[config.mk]
export PLATFORM = sky130hd
export DESIGN_NAME = fifo_monarchy
export DESIGN_NICKNAME = d
export VERILOG_FILES = /design/src/rtl/fifo_monarchy.sv
export SDC_FILE = /design/constraint.sdc
export NUM_CORES = 1
export LEC_CHECK = 0
export ABC_CLOCK_PERIOD_IN_PS = 3100
export CAP_MARGIN = 5
export CORE_MARGIN = 2
export CORE_UTILIZATION = 30
export DETAILED_ROUTE_END_ITERATION = 8
export GPL_ROUTABILITY_DRIVEN = 0
export REMOVE_ABC_BUFFERS = 1
export SLEW_MARGIN = 20
export SYNTH_ARGS = -nofsm -noshare
export SYNTH_HDL_FRONTEND = slang
export SYNTH_SLANG_ARGS = --single-unit
export TNS_END_PERCENT = 5
[constraint.sdc]
create_clock -name clk -period 3.1 [get_ports clk]
set_clock_uncertainty 0.2 [all_clocks]
set_input_delay 0.62 -clock clk [delete_from_list [all_inputs] [get_ports clk]]
set_output_delay 0.62 -clock clk [all_outputs]
set_load 0.05 [all_outputs]
[src/rtl/fifo_monarchy.sv]
`default_nettype none
// ============================================================================
// Module     : fifo_monarchy
// Description: Single-clock FIFO for one TLP data lane. The occupancy counter
//              drives all status flags. Define FIFO_ERROR_EN to enable the
//              sticky overflow/underflow flag.
// Revision   : 1.0 - initial release
// ============================================================================
module fifo_monarchy #(
  parameter int DATA_WIDTH = 10,
  parameter int ADDR_WIDTH = 3,
  parameter int AF_TH      = 2,
  parameter int AE_TH      = 2
) (
  input  logic                  clk,
  input  logic                  reset,
  input  logic                  push,
  input  logic [DATA_WIDTH-1:0] data_in,
  input  logic                  pop,
  output logic [DATA_WIDTH-1:0] data_out,
  output logic                  valid_out,
  output logic                  full,
  output logic                  empty,
  output logic                  almost_full,
  output logic                  almost_empty,
  output logic [ADDR_WIDTH:0]   count,
  output logic                  fifo_error
);

  localparam int                 c_DEPTH     = 2 ** ADDR_WIDTH;
  localparam logic [ADDR_WIDTH:0] c_DEPTH_CNT = (ADDR_WIDTH + 1)'(c_DEPTH);
  localparam logic [ADDR_WIDTH:0] c_AF_TH     = (ADDR_WIDTH + 1)'(AF_TH);
  localparam logic [ADDR_WIDTH:0] c_AE_TH     = (ADDR_WIDTH + 1)'(AE_TH);
  localparam logic [ADDR_WIDTH-1:0] c_PTR_ONE = ADDR_WIDTH'(1);
  localparam logic [ADDR_WIDTH:0] c_CNT_ONE   = (ADDR_WIDTH + 1)'(1);

  logic [DATA_WIDTH-1:0] r_mem [c_DEPTH];
  logic [ADDR_WIDTH-1:0] r_wr_ptr;
  logic [ADDR_WIDTH-1:0] r_rd_ptr;
  logic [ADDR_WIDTH:0]   r_count;
  logic [DATA_WIDTH-1:0] r_data_out;
  logic                  r_valid_out;
  logic [ADDR_WIDTH:0]   w_free;
  logic                  w_push_ok;
  logic                  w_pop_ok;

  assign full         = (r_count == c_DEPTH_CNT);
  assign empty        = (r_count == '0);
  assign w_free       = c_DEPTH_CNT - r_count;
  assign almost_full  = (w_free <= c_AF_TH);
  assign almost_empty = (r_count <= c_AE_TH);
  assign count        = r_count;
  assign data_out     = r_data_out;
  assign valid_out    = r_valid_out;

  // A pop frees a slot in the same cycle, so a full FIFO can still take a push.
  assign w_push_ok = push && (!full || pop);
  assign w_pop_ok  = pop && !empty;

  // Storage is deliberately left out of reset.
  always_ff @(posedge clk) begin
    if (reset && w_push_ok) begin
      r_mem[r_wr_ptr] <= data_in;
    end
  end

  always_ff @(posedge clk) begin
    if (!reset) begin
      r_wr_ptr    <= '0;
      r_rd_ptr    <= '0;
      r_count     <= '0;
      r_data_out  <= '0;
      r_valid_out <= 1'b0;
    end else begin
      r_valid_out <= w_pop_ok;
      if (w_push_ok) begin
        r_wr_ptr <= r_wr_ptr + c_PTR_ONE;
      end
      if (w_pop_ok) begin
        r_rd_ptr   <= r_rd_ptr + c_PTR_ONE;
        r_data_out <= r_mem[r_rd_ptr];
      end
      case ({w_push_ok, w_pop_ok})
        2'b10:   r_count <= r_count + c_CNT_ONE;
        2'b01:   r_count <= r_count - c_CNT_ONE;
        default: r_count <= r_count;
      endcase
    end
  end

`ifdef FIFO_ERROR_EN
  logic r_fifo_error;

  always_ff @(posedge clk) begin
    if (!reset) begin
      r_fifo_error <= 1'b0;
    end else if ((push && !w_push_ok) || (pop && !w_pop_ok)) begin
      r_fifo_error <= 1'b1;
    end
  end

  assign fifo_error = r_fifo_error;
`else
  assign fifo_error = 1'b0;
`endif

endmodule
`default_nettype wire

======== After elaboration in Yosys (flattened, before gate mapping) ========
Memory sizes are Yosys's and may differ from the RTL's. A register that Yosys moved wholly into a read port is not among the register bits.
Cells that the tools add are included.
storage, ports and cells
  bits in registers ....................... 11
  memory bits (writable) .................. 80
  output and inout bits ................... 20
  logic and storage cells ................. 27
  memories kept ........................... 1
memories
  memory  words  width  read ports  clocked after Yosys merged registers in  write ports  RTL line  source
  r_mem   8      10     1           1                                        1            37        logic [DATA_WIDTH-1:0] r_mem [c_DEPTH];
operators by class
  $add $sub $neg .......................... 5
  order comparisons ....................... 2
  equality and inequality tests ........... 3
  mux-type cells .......................... 3
  reduce and logical (&&, ||, !) cells .... 9
operators with widths
  cell                   count
  $le A4 B2 Y1 const B   2
  $pmux W4 S2            1
  $add A3 B1 Y3 const B  2
  $add A4 B1 Y4 const B  1
  $eq A4 B4 Y1 const B   1
  $logic_not A4 Y1       1
  $sub A4 B1 Y4 const B  1
  $sub A4 B4 Y4 const A  1
  $logic_and A1 B1 Y1    3
  $logic_not A1 Y1       3
  $eq A2 B1 Y1 const B   1
  $eq A2 B2 Y1 const B   1
  $mux W1                2
  $reduce_bool A2 Y1     1
  $logic_or A1 B1 Y1     1

======== Depth between registers and ports, before layout ========
Gate-level depths: netlist (run 1).
  depth after elaboration ................. 7
  mapped depth ............................ 12

======== Worst setup path after synthesis (run 1) ========
Ideal clock, no wire load.
  path type ............................... register to register
  start ................................... reg r_count[0] (netlist: count[0])
  end ..................................... mem r_mem[1][0] (enable)
  arrival ................................. 2.699 ns
  path slack .............................. -0.202 ns
  cell stages (with the launch flop) ...... 7
  period minus slack after synthesis ...... 3.302 ns
  cells stage by stage .................... dfxtp_1 > inv_1 > ha_1 > nand3b_1 > o21a_1 > inv_1 > nor4_1
between the ends
  longest elaborated chain between the ends .. 7
ends and longest elaborated chain
  what                           RTL line  source
  start: declaration             40        logic [ADDR_WIDTH:0] r_count;
  start signal: assignment       84        2'b10: r_count <= r_count + c_CNT_ONE;
  start signal: assignment       85        2'b01: r_count <= r_count - c_CNT_ONE;
  start signal: assignment       86        default: r_count <= r_count;
  $eq A4 B4 Y1                   47        assign full = (r_count == c_DEPTH_CNT);
  $logic_not A1 Y1               57        assign w_push_ok = push && (!full || pop);
  $logic_or A1 B1 Y1             57
  $logic_and A1 B1 Y1            57
  $logic_and A1 B1 Y1            62        if (reset && w_push_ok) begin
  $mux W1                        62
  $mux W1 (not written as such)  63        r_mem[r_wr_ptr] <= data_in;
  end: declaration               37
Every way passes these cells.

======== Worst setup path in the final report (run 1) ========
  start ................................... reg r_count[0] (netlist: count[0])
  end ..................................... out full
between the ends
  longest elaborated chain between the ends .. 1
ends and longest elaborated chain
  what              RTL line  source
  $eq A4 B4 Y1      47
  end: declaration  22        output logic full,
Every way passes these cells.

==> results of run 1 <==
area by class of cell:
| class | count | area (um^2) | area share, % |
|---|---|---|---|
| flip-flops and latches | 101 | 2820 | 56.7 |
| well taps | 176 | 220 | 4.42 |
| inverters | 8 | 30.0 | 0.603 |
| multi-input cells | 138 | 1140 | 22.8 |
| repair buffers | 52 | 493 | 9.89 |
| clock inverters | 7 | 55.1 | 1.10 |
| clock buffers | 9 | 225 | 4.52 |
power by group through the flow:
stage | registers, mW | clock network, mW | logic, mW
CTS | 1.66 | 1.07 | 1.20
detailed placement | 1.69 | 0 | 1.20
finish | 1.65 | 1.04 | 1.19
global route | 1.67 | 1.12 | 1.27
global placement | 1.68 | 0 | 1.19
floorplan | 1.92 | 0 | 0.542
cell usage in the layout (no fill, tap or decap), types with 2 or more instances in the layout:
master and instances:
and2_1 2, dfxtp_1 20, clkbuf_16 9, inv_1 7, ha_1 7, nor3_1 4
buf_12 2, a21oi_1 7, clkdlybuf4s50_1 31, nor4_2 3, nor2_1 13, nor2b_1 2
mux2i_1 42, inv_6 2, buf_4 19, xor2_1 4, edfxtp_1 80, clkinv_2 2
a32o_1 10, nand2_1 6, a22oi_1 20
registers in the layout (all words and copies together), names as in the netlist:
register   cells
r_rd_ptr       3
count          4
valid_out      1
r_mem         80
r_wr_ptr       3
data_out      10
how the worst min path moves through the flow:
stage                               endpoint  slack [ps]  cells past startpoint
finish              data_out[3]$_SDFFE_PN0P_         260                      1
global route        data_out[5]$_SDFFE_PN0P_         300                      1
CTS                 data_out[3]$_SDFFE_PN0P_         270                      1
detailed placement  data_out[3]$_SDFFE_PN0P_         250                      1
global placement    data_out[3]$_SDFFE_PN0P_         260                      1
floorplan           r_wr_ptr[1]$_SDFFE_PN0P_         300                      2
routing by layer:
layer	part of all wire, %	vias to the layer above	global-route usage (%)
met5	0	-	0
met4	2.6	0	4.85
met3	3.6	14	3.44
met2	48	46	18.5
met1	46	1096	14.3
li1	-	1102	-
critical path, cell delays in order (launching register included):
cell	delay (ps)
dfxtp_1	310
inv_1	110
ha_1	270
nand3b_1	150
inv_1	80
clkdlybuf4s50_1	800
logic make-up (layout without fill, tap and decap cells):
family / after synthesis / count (layout) / synth area share, %
buffers and inverters: 22 / 76 / 2.69
XOR/XNOR: 5 / 5 / 1.08
AO/OA/AOI/OAI: 44 / 44 / 8.37
multiplexers: 43 / 43 / 10.7
other: 1 / 1 / 0.0926
adder cells (fa/ha/maj): 8 / 8 / 2.66
flip-flops: 101 / 101 / 69.7
AND/OR/NAND/NOR: 37 / 37 / 4.73
through the flow:
stage / hold slack [ps] / utilization [%] / TNS [ps] / setup WS (ps) / power, mW
3_3_place_gp: 256 / 35.7 / 0 / 118 / 2.87
3_5_place_dp: 255 / 35.7 / 0 / 46.2 / 2.89
4_1_cts: 272 / 37.8 / 0 / 191 / 3.93
5_1_grt: 298 / 37.8 / 0 / 63.3 / 4.06
2_1_floorplan: 303 / - / -6560 / -209 / 2.46
6_report: 265 / 37.8 / 0 / 222 / 3.88
==> results_dict.tcl, run 1 <==
set metrics [dict create \
    tot_gr_track_use_pct 11.5 \
    dr.first_iter.drc_count 177 \
    critPathCaptureType "output pin" \
    detail_route.wl_per_cell_um 15.9 \
    post_synth_top_area_share_pct 59.3 \
    synth.yosys.warnings 0 \
    tritoncts_num_sinks 101 \
    pin_count_of_the_biggest_net_entering_global_routing 27 \
    post_cts_hold_buffer_count 0 \
    run_status "finished clean" \
    syn2layout_area_growth_pct 23.1 \
    cts_setup_buffers 0 \
    syn-instance-count 261 \
    worst_r2r_path_depth 11 \
    final_net_count 332 \
    p_switching_mw 1.29 \
    numCtsBuffers 9 \
    clock_power_share_pct 26.8 \
    static-leakage-power_nw 1.65 \
    reg2reg_setup_slack_ps 280 \
    seq_area_frac_synth_pct 69.7 \
    fmax_achieved_ghz 0.347 \
    cp-startpoint "count[0]$_SDFFE_PN0P_" \
    fin_cells 491 \
    holdCritPathClass "flop to flop" \
    required_ps 2280 \
    detail_route.first_pass.iterations 4 \
    synth-seq-cells 101 \
    ir_drop_uv 453 \
    route.antenna.remaining_nets 0 \
    critical_path_arrival_ps 2060 \
    cts.clk_slew.worst_paths_ps 70 \
    netlist-cell-type-count 38 \
    dp_cells 475 \
    worst_slew_margin_rel_pct 61.6 \
    core-area_um2 13200 \
    vias_per_cell 4.60 \
    clk_path_buf_depth 2 \
    cts_tree "built" \
    post_cts.resized_instances 0 \
    post_route_cells_drive_above_1_share_pct 14.3 \
    power_frac_seq_pct 42.6 \
    hold_path.startpoint "data_out[3]$_SDFFE_PN0P_" \
    yosys.cell_count.top_type "edfxtp_1" \
    synth_edf_count 80 \
    port_buffers 32 \
    worstPathMaxFanout 4 \
    synth_flop_cell "edfxtp_1" \
    rsz0062_at_grt "false" \
    switching_share_pct 33.3 \
    yosys-top-cells-count "80 x edfxtp_1, 42 x mux2i_1, 21 x dfxtp_1" \
    antenna_cells 0 \
    detail_route.wirelength_um 7820 \
    clock_insertion_delay_worst_skew_ps 340 \
    final_cell_area_um2 4980 \
    grt-ovfl-total 0 \
    setup_violations 0 \
    die-width_um 120 \
    drt_drc_violations_left 0 \
    first_global_vias 2267 \
    yosys.area.top_type "edfxtp_1" \
    num_io_pins 34 \
    floorplan.die.height_um 120 \
    number_of_antenna_violations_at_the_first_check_in_global_routing 0 \
    route.vias.total 2258 \
    fp.dieArea_um2 14400 \
    power_frac_comb_pct 30.6 \
    postPlaceCellArea_um2 4700 \
    synth_async_sr_flop_share_pct 0 \
    cts-htree-levels 3 \
    place.detailed.hpwl_um 4920 \
    mean_post_synth_cell_area_um2 15.5 \
    cts.root.buffer_cell "clkbuf_16" \
    layout.filler_cells 1227 \
    finalCritPeriodShare_pct 92.9 \
    area_of_the_mapped_netlist_um2 4050 \
    start_util_pct 30.7 \
    cap_violations 0 \
    hold_viol 0 \
    powerDensity_nw_per_um2 779 \
    path_class "flop to output pin" \
    worstMarginPinSlew_ps 576 \
    worstSetupEndpoint "full" \
    worstSetupStartpointType "flop" \
    synth_area_leaders "edfxtp_1 59%, dfxtp_1 10%, mux2i_1 10%, a22oi_1 3.7%, a32o_1 2.5%" \
    shortest_period_the_worst_path_allows_ps 2880 \
    cellInternalPower_mw 2.59 \
    std_cell_rows 42 \
    final_max_slew_viol_count 0 \
    r2r_end "count[3]$_SDFFE_PN0P_" \
    r2r-start "count[0]$_SDFFE_PN0P_" \
    grt_pass1_wl_um 12300 \
]
Note: power is estimated with default switching activity, not from simulation.
==> run 2, diff against run 1 <==
--- a/config.mk
+++ b/config.mk
@@ -12,6 +12,7 @@
 export DETAILED_ROUTE_END_ITERATION = 8
 export GPL_ROUTABILITY_DRIVEN = 0
 export REMOVE_ABC_BUFFERS = 1
+export SKIP_LAST_GASP = 1
 export SLEW_MARGIN = 20
 export SYNTH_ARGS = -nofsm -noshare
 export SYNTH_HDL_FRONTEND = slang
==> constraint.sdc (replaced) <==
create_clock -name clk -period 3.1 [get_ports clk]
set_clock_uncertainty 0.2 [all_clocks]
set_input_delay 0.31 -clock clk [delete_from_list [all_inputs] [get_ports clk]]
set_output_delay 0.31 -clock clk [all_outputs]
set_load 0.05 [all_outputs]
==> results_dict.tcl, run 2 (synthesis results as in run 1) <==
set metrics [dict create \
    run_status "finished clean" \
    path_class "flop to flop" \
    routed.top_layer "met4" \
    layout.cells.most_common_list "80 x edfxtp_1, 42 x mux2i_1, 31 x clkdlybuf4s50_1" \
    dpl_worst_slack_ps 297 \
    route.layer.met1.wl_um 3620 \
    static-leakage-power_nw 1.65 \
    fmax_achieved_ghz 0.353 \
    shortest_period_the_worst_path_allows_ps 2830 \
    crit_path_cell_trace "inv_1, ha_1, nand2b_4, o21ai_2, inv_1, ha_1, ha_1, a21oi_1, a21oi_1, or4_1, a21oi_1" \
    grt-ovfl-total 0 \
    ir_drop_uv 324 \
    postPlaceCellArea_um2 4670 \
    final_worst_slack_ps 269 \
    post_route_cells_drive_above_1_share_pct 13.1 \
    std_cell_rows 42 \
    multi_input_comb_area_um2 1140 \
    hold_viol 0 \
    finalCritPeriodShare_pct 91.3 \
    layout.filler_cells 1220 \
    detail_route.wirelength_um 7870 \
    num_io_pins 34 \
    syn2layout_area_growth_pct 22.7 \
    final_max_slew_viol_count 0 \
    floorplan.die.height_um 120 \
    worst_slew_margin_rel_pct 59.3 \
    first_global_vias 2288 \
    clk_path_buf_depth 2 \
    required_ps 3170 \
    r2r-start "count[0]$_SDFFE_PN0P_" \
    grt_pass1_wl_um 12500 \
    final_net_count 329 \
    clock_insertion_delay_worst_skew_ps 340 \
    detail_route.first_pass.iterations 4 \
    critPathCaptureType "flop" \
    post_cts.resized_instances 0 \
    drt_drc_violations_left 0 \
    pin_count_of_the_biggest_net_entering_global_routing 28 \
    worstPathMaxFanout 5 \
    holdWs_ps 269 \
    holdCritPathClass "flop to flop" \
    total_power_mw 3.89 \
    dr_wl_met2_um 3850 \
    place.detailed.hpwl_um 4930 \
    fp.dieArea_um2 14400 \
    cts_tree "built" \
    cts-htree-levels 3 \
    detail_route.wl_per_cell_um 16.1 \
    tot_gr_track_use_pct 11.6 \
    number_of_antenna_violations_at_the_first_check_in_global_routing 0 \
    crit_family "adder cells" \
    antenna_cells 0 \
    r2r_end "count[3]$_SDFFE_PN0P_" \
    cap_violations 0 \
    vias_per_cell 4.63 \
    numCtsBuffers 9 \
    post_cts_hold_buffer_count 0 \
    fin_cells 488 \
    core-area_um2 13200 \
    cts.root.buffer_cell "clkbuf_16" \
    dp_cells 472 \
    critical_path_arrival_ps 2900 \
    largest_register_ff_count 80 \
    dr.first_iter.drc_count 164 \
    reg2reg_setup_slack_ps 270 \
    regArea_um2 2820 \
    final_cell_area_um2 4970 \
    largest_reg_by_ff_count "r_mem" \
    route.antenna.remaining_nets 0 \
    worst_hold_endpoint "data_out[5]$_SDFFE_PN0P_" \
    die-width_um 120 \
    hold_path_depth 1 \
    worstSetupStartpointType "flop" \
    met3_wl_um 293 \
    critical_path_buf_inv_count 2 \
    cts_setup_buffers 0 \
    setup_violations 0 \
    tritoncts_num_sinks 101 \
    worst_r2r_path_depth 11 \
    port_buffers 32 \
    route.vias.total 2258 \
    cts.clk_slew.worst_paths_ps 70 \
    worst_path_max_delay_cell "or4_1" \
    powerDensity_nw_per_um2 783 \
    rsz0062_at_grt "false" \
    critical-path-max-stage-delay_ps 470 \
    hold_path.startpoint "data_out[5]$_SDFFE_PN0P_" \
    worstMarginPinSlew_ps 611 \
    final_common_cell "edfxtp_1" \
    start_util_pct 30.7 \
]
run 2: changes by cell type in the layout (fill, tap and decap cells not counted), sizes merged:
cell | previous run | this run
buf | 21 | 17
dlymetal6s2s | 0 | 1
run 2: worst register-to-register path: cells and delay by family (launching register included):
kind            cells  cell delay [ps]
compound gates      4              670
flops               1              310
fa+ha+maj           3              840
simple gates        2              550
buf+inv             2              200
run 2: area by class of cell:
cell class | instances | share of cell area, %
multi-input combinational | 138 | 22.9
tap | 176 | 4.43
clock buffer | 9 | 4.54
inverter | 8 | 0.605
timing repair buffer | 49 | 9.32
clock inverter | 7 | 1.36
sequential | 101 | 56.9
run 2: worst max-delay path by stage:
stage,startpoint,end,slack [ps],depth (start not counted)
6_report,count[0]$_SDFFE_PN0P_,count[3]$_SDFFE_PN0P_,270,11
4_1_cts,count[0]$_SDFFE_PN0P_,almost_full,50,7
5_1_grt,count[0]$_SDFFE_PN0P_,count[3]$_SDFFE_PN0P_,50,11
2_1_floorplan,count[0]$_SDFFE_PN0P_,r_mem[1][0]$_DFFE_PP_,-210,6
3_5_place_dp,pop,count[3]$_SDFFE_PN0P_,300,9
3_3_place_gp,pop,count[3]$_SDFFE_PN0P_,370,9
run 2: power breakdown:
part / switching [mW] / internal [mW]
Combinational: 0.705 / 0.451
Sequential: 0.0955 / 1.56
Clock: 0.513 / 0.565
Total: 1.31 / 2.57
run 2: stage by stage:
step | setup TNS, ps | util, %
after floorplan | -6450 | -
after global placement | 0 | 35.4
after detailed placement | 0 | 35.4
after CTS | 0 | 37.6
after global routing | 0 | 37.6
final | 0 | 37.6
run 2: layer usage:
metal | GRT usage (%) | up-vias
li1 | - | 1105
met1 | 15.0 | 1106
met2 | 19.0 | 37
met4 | 4.41 | 0
met3 | 2.45 | 10
met5 | 0 | -
==> run 3, diff against run 2 <==
--- a/config.mk
+++ b/config.mk
@@ -9,6 +9,7 @@
 export CAP_MARGIN = 5
 export CORE_MARGIN = 2
 export CORE_UTILIZATION = 30
+export CTS_CLUSTER_SIZE = 25
 export DETAILED_ROUTE_END_ITERATION = 8
 export GPL_ROUTABILITY_DRIVEN = 0
 export REMOVE_ABC_BUFFERS = 1
==> results of run 3 <==
Final layout, timing and power as in run 2 (identical DEF).
